File: config.mk
export PLATFORM = sky130hd
export DESIGN_NAME = midi_tx
export DESIGN_NICKNAME = d
export VERILOG_FILES = /design/src/rtl/midi_tx.sv
export SDC_FILE = /design/constraint.sdc
export NUM_CORES = 1
export LEC_CHECK = 0
export ABC_AREA = 1
export BUFFER_PORTS_ARGS = -buffer_cell sky130_fd_sc_hd__buf_2
export CAP_MARGIN = 20
export CELL_PAD_IN_SITES_DETAIL_PLACEMENT = 1
export CELL_PAD_IN_SITES_GLOBAL_PLACEMENT = 1
export CORE_MARGIN = 1
export CORE_UTILIZATION = 37
export CTS_CLUSTER_DIAMETER = 150
export DETAILED_ROUTE_END_ITERATION = 10
export HOLD_SLACK_MARGIN = 0.12
export MAX_ROUTING_LAYER = met4
export PLACE_DENSITY = 0.81
export SYNTH_ARGS = -nofsm -noshare
export SYNTH_HDL_FRONTEND = slang
export SYNTH_SLANG_ARGS = --single-unit
File: constraint.sdc
create_clock -name clk -period 1.9 [get_ports clk]
set_clock_uncertainty 0.2 [all_clocks]
set_input_delay 0.095 -clock clk [delete_from_list [all_inputs] [get_ports clk]]
set_output_delay 0.095 -clock clk [all_outputs]
set_load 0.05 [all_outputs]
File: src/rtl/midi_tx.sv
// midi_tx: MIDI OUT serial transmitter (31250 baud, 8N1, LSB first, idle high).
// Takes a 1..3 byte message per valid/ready handshake; byte0 is msg_bytes[7:0].
// Optional running-status compression is enabled by defining MIDI_TX_RUNNING_STATUS_EN.
module midi_tx #(
  parameter int unsigned CLKS_PER_BIT = 1600,
  parameter int unsigned CNT_W        = $clog2(CLKS_PER_BIT)
) (
  input  logic        clk,
  input  logic        rst_n,
  input  logic        msg_valid,
  output logic        msg_ready,
  input  logic [23:0] msg_bytes,
  input  logic [1:0]  msg_len,
  output logic        tx,
  output logic        tx_active,
  output logic        msg_done
);

  localparam int unsigned MSG_W = 24;
  localparam int unsigned LEN_W = 2;
  localparam int unsigned BIT_W = 3;

  typedef enum logic [1:0] {
    S_IDLE  = 2'd0,
    S_START = 2'd1,
    S_DATA  = 2'd2,
    S_STOP  = 2'd3
  } state_e;

  state_e             state_q, state_d;
  logic [CNT_W-1:0]   cnt_q, cnt_d;
  logic [BIT_W-1:0]   bit_q, bit_d;
  logic [LEN_W-1:0]   idx_q, idx_d;
  logic [LEN_W-1:0]   last_idx_q, last_idx_d;
  logic [MSG_W-1:0]   bytes_q, bytes_d;
  logic               tx_q, tx_d;
  logic               ready_q, ready_d;
  logic               active_q, active_d;
  logic               done_q, done_d;

  logic               accept;
  logic               bit_end;
  logic [LEN_W-1:0]   eff_len;
  logic [MSG_W-1:0]   eff_bytes;
  logic [7:0]         cur_byte;

  assign accept  = msg_valid && ready_q;
  assign bit_end = (cnt_q == CNT_W'(CLKS_PER_BIT - 1));

`ifdef MIDI_TX_RUNNING_STATUS_EN
  logic [7:0] status_q, status_d;
  logic [7:0] byte0;
  logic       is_voice;
  logic       is_common;
  logic       skip;

  assign byte0     = msg_bytes[7:0];
  assign is_voice  = (byte0 >= 8'h80) && (byte0 <= 8'hEF);
  assign is_common = (byte0 >= 8'hF0) && (byte0 <= 8'hF7);
  assign skip      = (msg_len >= 2'd2) && is_voice && (byte0 == status_q);

  // Drop a repeated status byte and track the running status across messages
  always_comb begin
    status_d  = status_q;
    eff_len   = msg_len;
    eff_bytes = msg_bytes;
    if (skip) begin
      eff_len   = msg_len - 2'd1;
      eff_bytes = {8'h00, msg_bytes[23:8]};
    end
    if (accept && (msg_len != 2'd0)) begin
      if (is_voice) begin
        status_d = byte0;
      end else if (is_common) begin
        status_d = 8'h00;
      end
    end
  end

  // Running-status register
  always_ff @(posedge clk) begin
    if (!rst_n) begin
      status_q <= 8'h00;
    end else begin
      status_q <= status_d;
    end
  end
`else
  assign eff_len   = msg_len;
  assign eff_bytes = msg_bytes;
`endif

  // Byte currently being serialised
  always_comb begin
    cur_byte = bytes_q[7:0];
    case (idx_q)
      2'd0:    cur_byte = bytes_q[7:0];
      2'd1:    cur_byte = bytes_q[15:8];
      default: cur_byte = bytes_q[23:16];
    endcase
  end

  // Frame sequencer: next state and next registered outputs
  always_comb begin
    state_d    = state_q;
    cnt_d      = cnt_q;
    bit_d      = bit_q;
    idx_d      = idx_q;
    last_idx_d = last_idx_q;
    bytes_d    = bytes_q;
    tx_d       = tx_q;
    done_d     = 1'b0;

    case (state_q)
      S_IDLE: begin
        tx_d = 1'b1;
        if (accept) begin
          if (eff_len == 2'd0) begin
            done_d = 1'b1;
          end else begin
            state_d    = S_START;
            tx_d       = 1'b0;
            cnt_d      = '0;
            idx_d      = '0;
            last_idx_d = eff_len - 2'd1;
            bytes_d    = eff_bytes;
          end
        end
      end
      S_START: begin
        cnt_d = cnt_q + CNT_W'(1);
        if (bit_end) begin
          cnt_d   = '0;
          bit_d   = '0;
          state_d = S_DATA;
          tx_d    = cur_byte[0];
        end
      end
      S_DATA: begin
        cnt_d = cnt_q + CNT_W'(1);
        if (bit_end) begin
          cnt_d = '0;
          if (bit_q == 3'd7) begin
            state_d = S_STOP;
            tx_d    = 1'b1;
          end else begin
            bit_d = bit_q + 3'd1;
            tx_d  = cur_byte[bit_q + 3'd1];
          end
        end
      end
      S_STOP: begin
        cnt_d = cnt_q + CNT_W'(1);
        if (bit_end) begin
          cnt_d = '0;
          if (idx_q == last_idx_q) begin
            state_d = S_IDLE;
            tx_d    = 1'b1;
            done_d  = 1'b1;
          end else begin
            idx_d   = idx_q + 2'd1;
            state_d = S_START;
            tx_d    = 1'b0;
          end
        end
      end
      default: begin
        state_d = S_IDLE;
        tx_d    = 1'b1;
      end
    endcase

    ready_d  = (state_d == S_IDLE);
    active_d = (state_d != S_IDLE);
  end

  // State and output registers; reset aborts any frame in progress
  always_ff @(posedge clk) begin
    if (!rst_n) begin
      state_q    <= S_IDLE;
      cnt_q      <= '0;
      bit_q      <= '0;
      idx_q      <= '0;
      last_idx_q <= '0;
      bytes_q    <= '0;
      tx_q       <= 1'b1;
      ready_q    <= 1'b1;
      active_q   <= 1'b0;
      done_q     <= 1'b0;
    end else begin
      state_q    <= state_d;
      cnt_q      <= cnt_d;
      bit_q      <= bit_d;
      idx_q      <= idx_d;
      last_idx_q <= last_idx_d;
      bytes_q    <= bytes_d;
      tx_q       <= tx_d;
      ready_q    <= ready_d;
      active_q   <= active_d;
      done_q     <= done_d;
    end
  end

  assign tx        = tx_q;
  assign msg_ready = ready_q;
  assign tx_active = active_q;
  assign msg_done  = done_q;

endmodule

==> metrics.txt <==
overall overflow remaining after global route=0; post-synthesis mux area share=0%; compound-cell area share of the yosys netlist=14.9%; worst min path class=in2reg; Rows=29; share of layout cells above drive strength 1=a little over a fifth; depth of the CTS H-tree=2; critical path capture point type=register; DPL Wire Length=4750 um; antenna violation net count after detailed routing=0; result of the run=completed; die extent in x=around 83 um; Iter 0 DRT Violations=around 80; PD cells=764 nW/um2; # setup viols final=0; area of the die=6840 um2; required time at the endpoint of the critical path=~1.9 ns; clock buffer depth=2; Critical Path Source Type=register; TritonCTS clock tree=built; area fraction in and, or, nand and nor cells after synthesis=31.0%; R2R Setup Slk=0.06 ns; wire length after detailed routing=approximately 7300 um; non-filler cells, final=489; time the final worst path needs with I/O delays and setup=1.84 ns; tightest slew margin relative to the limit=63.7%; max cap viols=0; setup repair after global routing missed its margin=true; IO Count=33; count of input and output buffers=32; GRT Overall Usage=a little over a fifth; most common cell after layout, fill and taps aside=sky130_fd_sc_hd__nor2_1; library cell used as clock root buffer=sky130_fd_sc_hd__clkbuf_8; die extent in y=82.7 um; syn_area_per_cell=7.00 um2; combinational family with the most area after synthesis=simple AND/OR/NAND/NOR gates; Pre-Repair DR Iteration Count=4; share of the core filled with cells=50.4%; final weighted congestion in routability-driven placement=0.792; static power due to leakage=1.41 nW; antenna violations before repair=0; CP max-delay cell=sky130_fd_sc_hd__dfxtp_1; Unique masters post-synth=27; register area share after synthesis=39.9%; clock latency of the later-clocked register in the worst-skew pair=0.30 ns; Reg-to-Reg End=tx; reg-to-reg startpoint=bit_q[0]; Final Hold Fails=0; Synthesis Warnings=0; path type of the worst setup path=reg2reg; gate count of the mapped netlist=344; synthesis-to-layout area growth=32.2%; net count after synthesis=384; Cells after DPL=451; Core Footprint=approximately 6300 um2; most used cells in the layout excluding fill and tap cells=sky130_fd_sc_hd__nor2_1 (63), sky130_fd_sc_hd__nand2_1 (59), sky130_fd_sc_hd__dfxtp_1 (44); period utilization=97.1%; share of synthesized cell area in full adder, half adder and majority cells=5.71%; Synth Register Bits=48; vias per cell=5.17; clk slew on worst S/H paths=0.09 ns; Max Clk Rate=542 MHz; synthesized cell area=around 2400 um2; Worst Path Max Fanout=6; Max VDD drop=0.330 mV; data arrival time of the critical path=roughly 1.9 ns; R2R cell count=11; accumulated negative setup slack=0 ns; largest stage delay on the critical path=about 0.50 ns; Starting Density=38.1%; post-layout net count=about 450; total via count after detailed routing=2529; routed wirelength normalized by instance count=14.9 um; largest net degree at the start of global routing=29; Sink Count=48; end point of the most critical hold path=msg_done; antenna diode count=0; Worst Min Path Start=msg_len[1]; transition time at the pin with the least slew margin=roughly 0.54 ns; crit-path most repeated cell=sky130_fd_sc_hd__nand2_1; total CTS buffers=5; first-pass GRT wire length=10900 um; vias in the first global route=~2500; fraction of synthesized cell area in xor and xnor cells=less than 1%; detailed-route DRC error count=0; Max Transition Viols Final=0; cell-by-cell trace of the critical path=inv_1, a21oi_1, nand3_1, nand3_1, nand2_1, nand2_1, nand3_1, nand2_1, nand2_1, nand2_1, nand2_1; number of cells on the worst hold path=5
[state kept, by name, summed over array words and instances (netlist names)]
name and count:
tx_active 1, tx 1, msg_done 1, bit_q 3
msg_ready 1, bytes_q 24, cnt_q 11, state_q 2
idx_q 2, last_idx_q 2
[routing by layer]
metal  routed length (um)  global-route usage [%]
met5                    0                       -
met1                 3190                    24.4
met3                  201                    4.51
met2                 3700                    37.2
met4                  200                    8.45
[power breakdown]
group | internal (mW) | switching, mW
sequential | 1.11 | 0.0641
combinational | 0.265 | 0.396
clock | 0.251 | 0.348
total | 1.62 | 0.808
[timing repair]
item                                    4_1_cts  5_1_grt
setup buffers                                 0        3
hold endpoints to repair                     35        0
pin swaps                                     2        6
endpoints found under the setup margin        5       17
hold buffers                                 28        0
resized for setup                             6       24
[layout make-up]
type,instances,area (um2)
Multi-Input combinational cell,248,1360
Clock inverter,1,5.00
Tap cell,77,96.3
Fill cell,821,3130
Inverter,36,135
Clock buffer,6,72.6
Timing Repair Buffer,73,542
Sequential cell,48,968
[synthesized netlist by cell type (all sizes together)]
cell	n	area [um2]
nor2	71	298
nand2	62	240
dfxtp	48	961
inv	36	135
o21ai	35	179
nand3	26	150
a21oi	25	125
ha	11	138
buf	7	35.0
clkbuf	5	18.8
nand4	5	31.3
a211oi	3	22.5
nor3	3	20.0
o21bai	2	15.0
xnor2	2	17.5
a221oi	1	8.76
o211ai	1	7.51
or2	1	6.26
[logic make-up (layout without fill, tap and decap cells)]
group / Yosys count / count (layout)
flip-flops: 48 / 48
AO/OA/AOI/OAI: 67 / 67
AND/OR/NAND/NOR: 168 / 168
adder cells (fa/ha/maj): 11 / 11
XOR/XNOR: 2 / 2
buffers and inverters: 48 / 116
[worst max path at each step]
stage	from	to
after floorplan	msg_ready	bytes_q[16]
after global placement	idx_q[0]	tx
after detailed placement	idx_q[0]	tx
after CTS	state_q[0]	tx_active
after global routing	idx_q[0]	tx
final	bit_q[0]	tx
[worst max-delay path: cells and delay by family (launching register included)]
kind                   cells  cell delay, ns
DFF                        1            0.50
buffers and inverters      1            0.22
and+or+nand+nor            9            0.60
AOI/OAI and AO/OA          1            0.23
[per-stage QoR]
step           cell area (um2)  hold WS, ns  setup WS (ns)  power (mW)
6_report                  3180        0.153         0.0554        2.43
4_1_cts                   3060        0.147         0.0102        2.37
3_3_place_gp              2690        0.104         0.0299        1.71
3_5_place_dp              2690       0.0981        -0.0857        1.73
2_1_floorplan             2410      -0.0150        0.00256        1.55
5_1_grt                   3180        0.184        -0.0951        2.56
No activity file was read; power rests on OpenSTA's default activity.
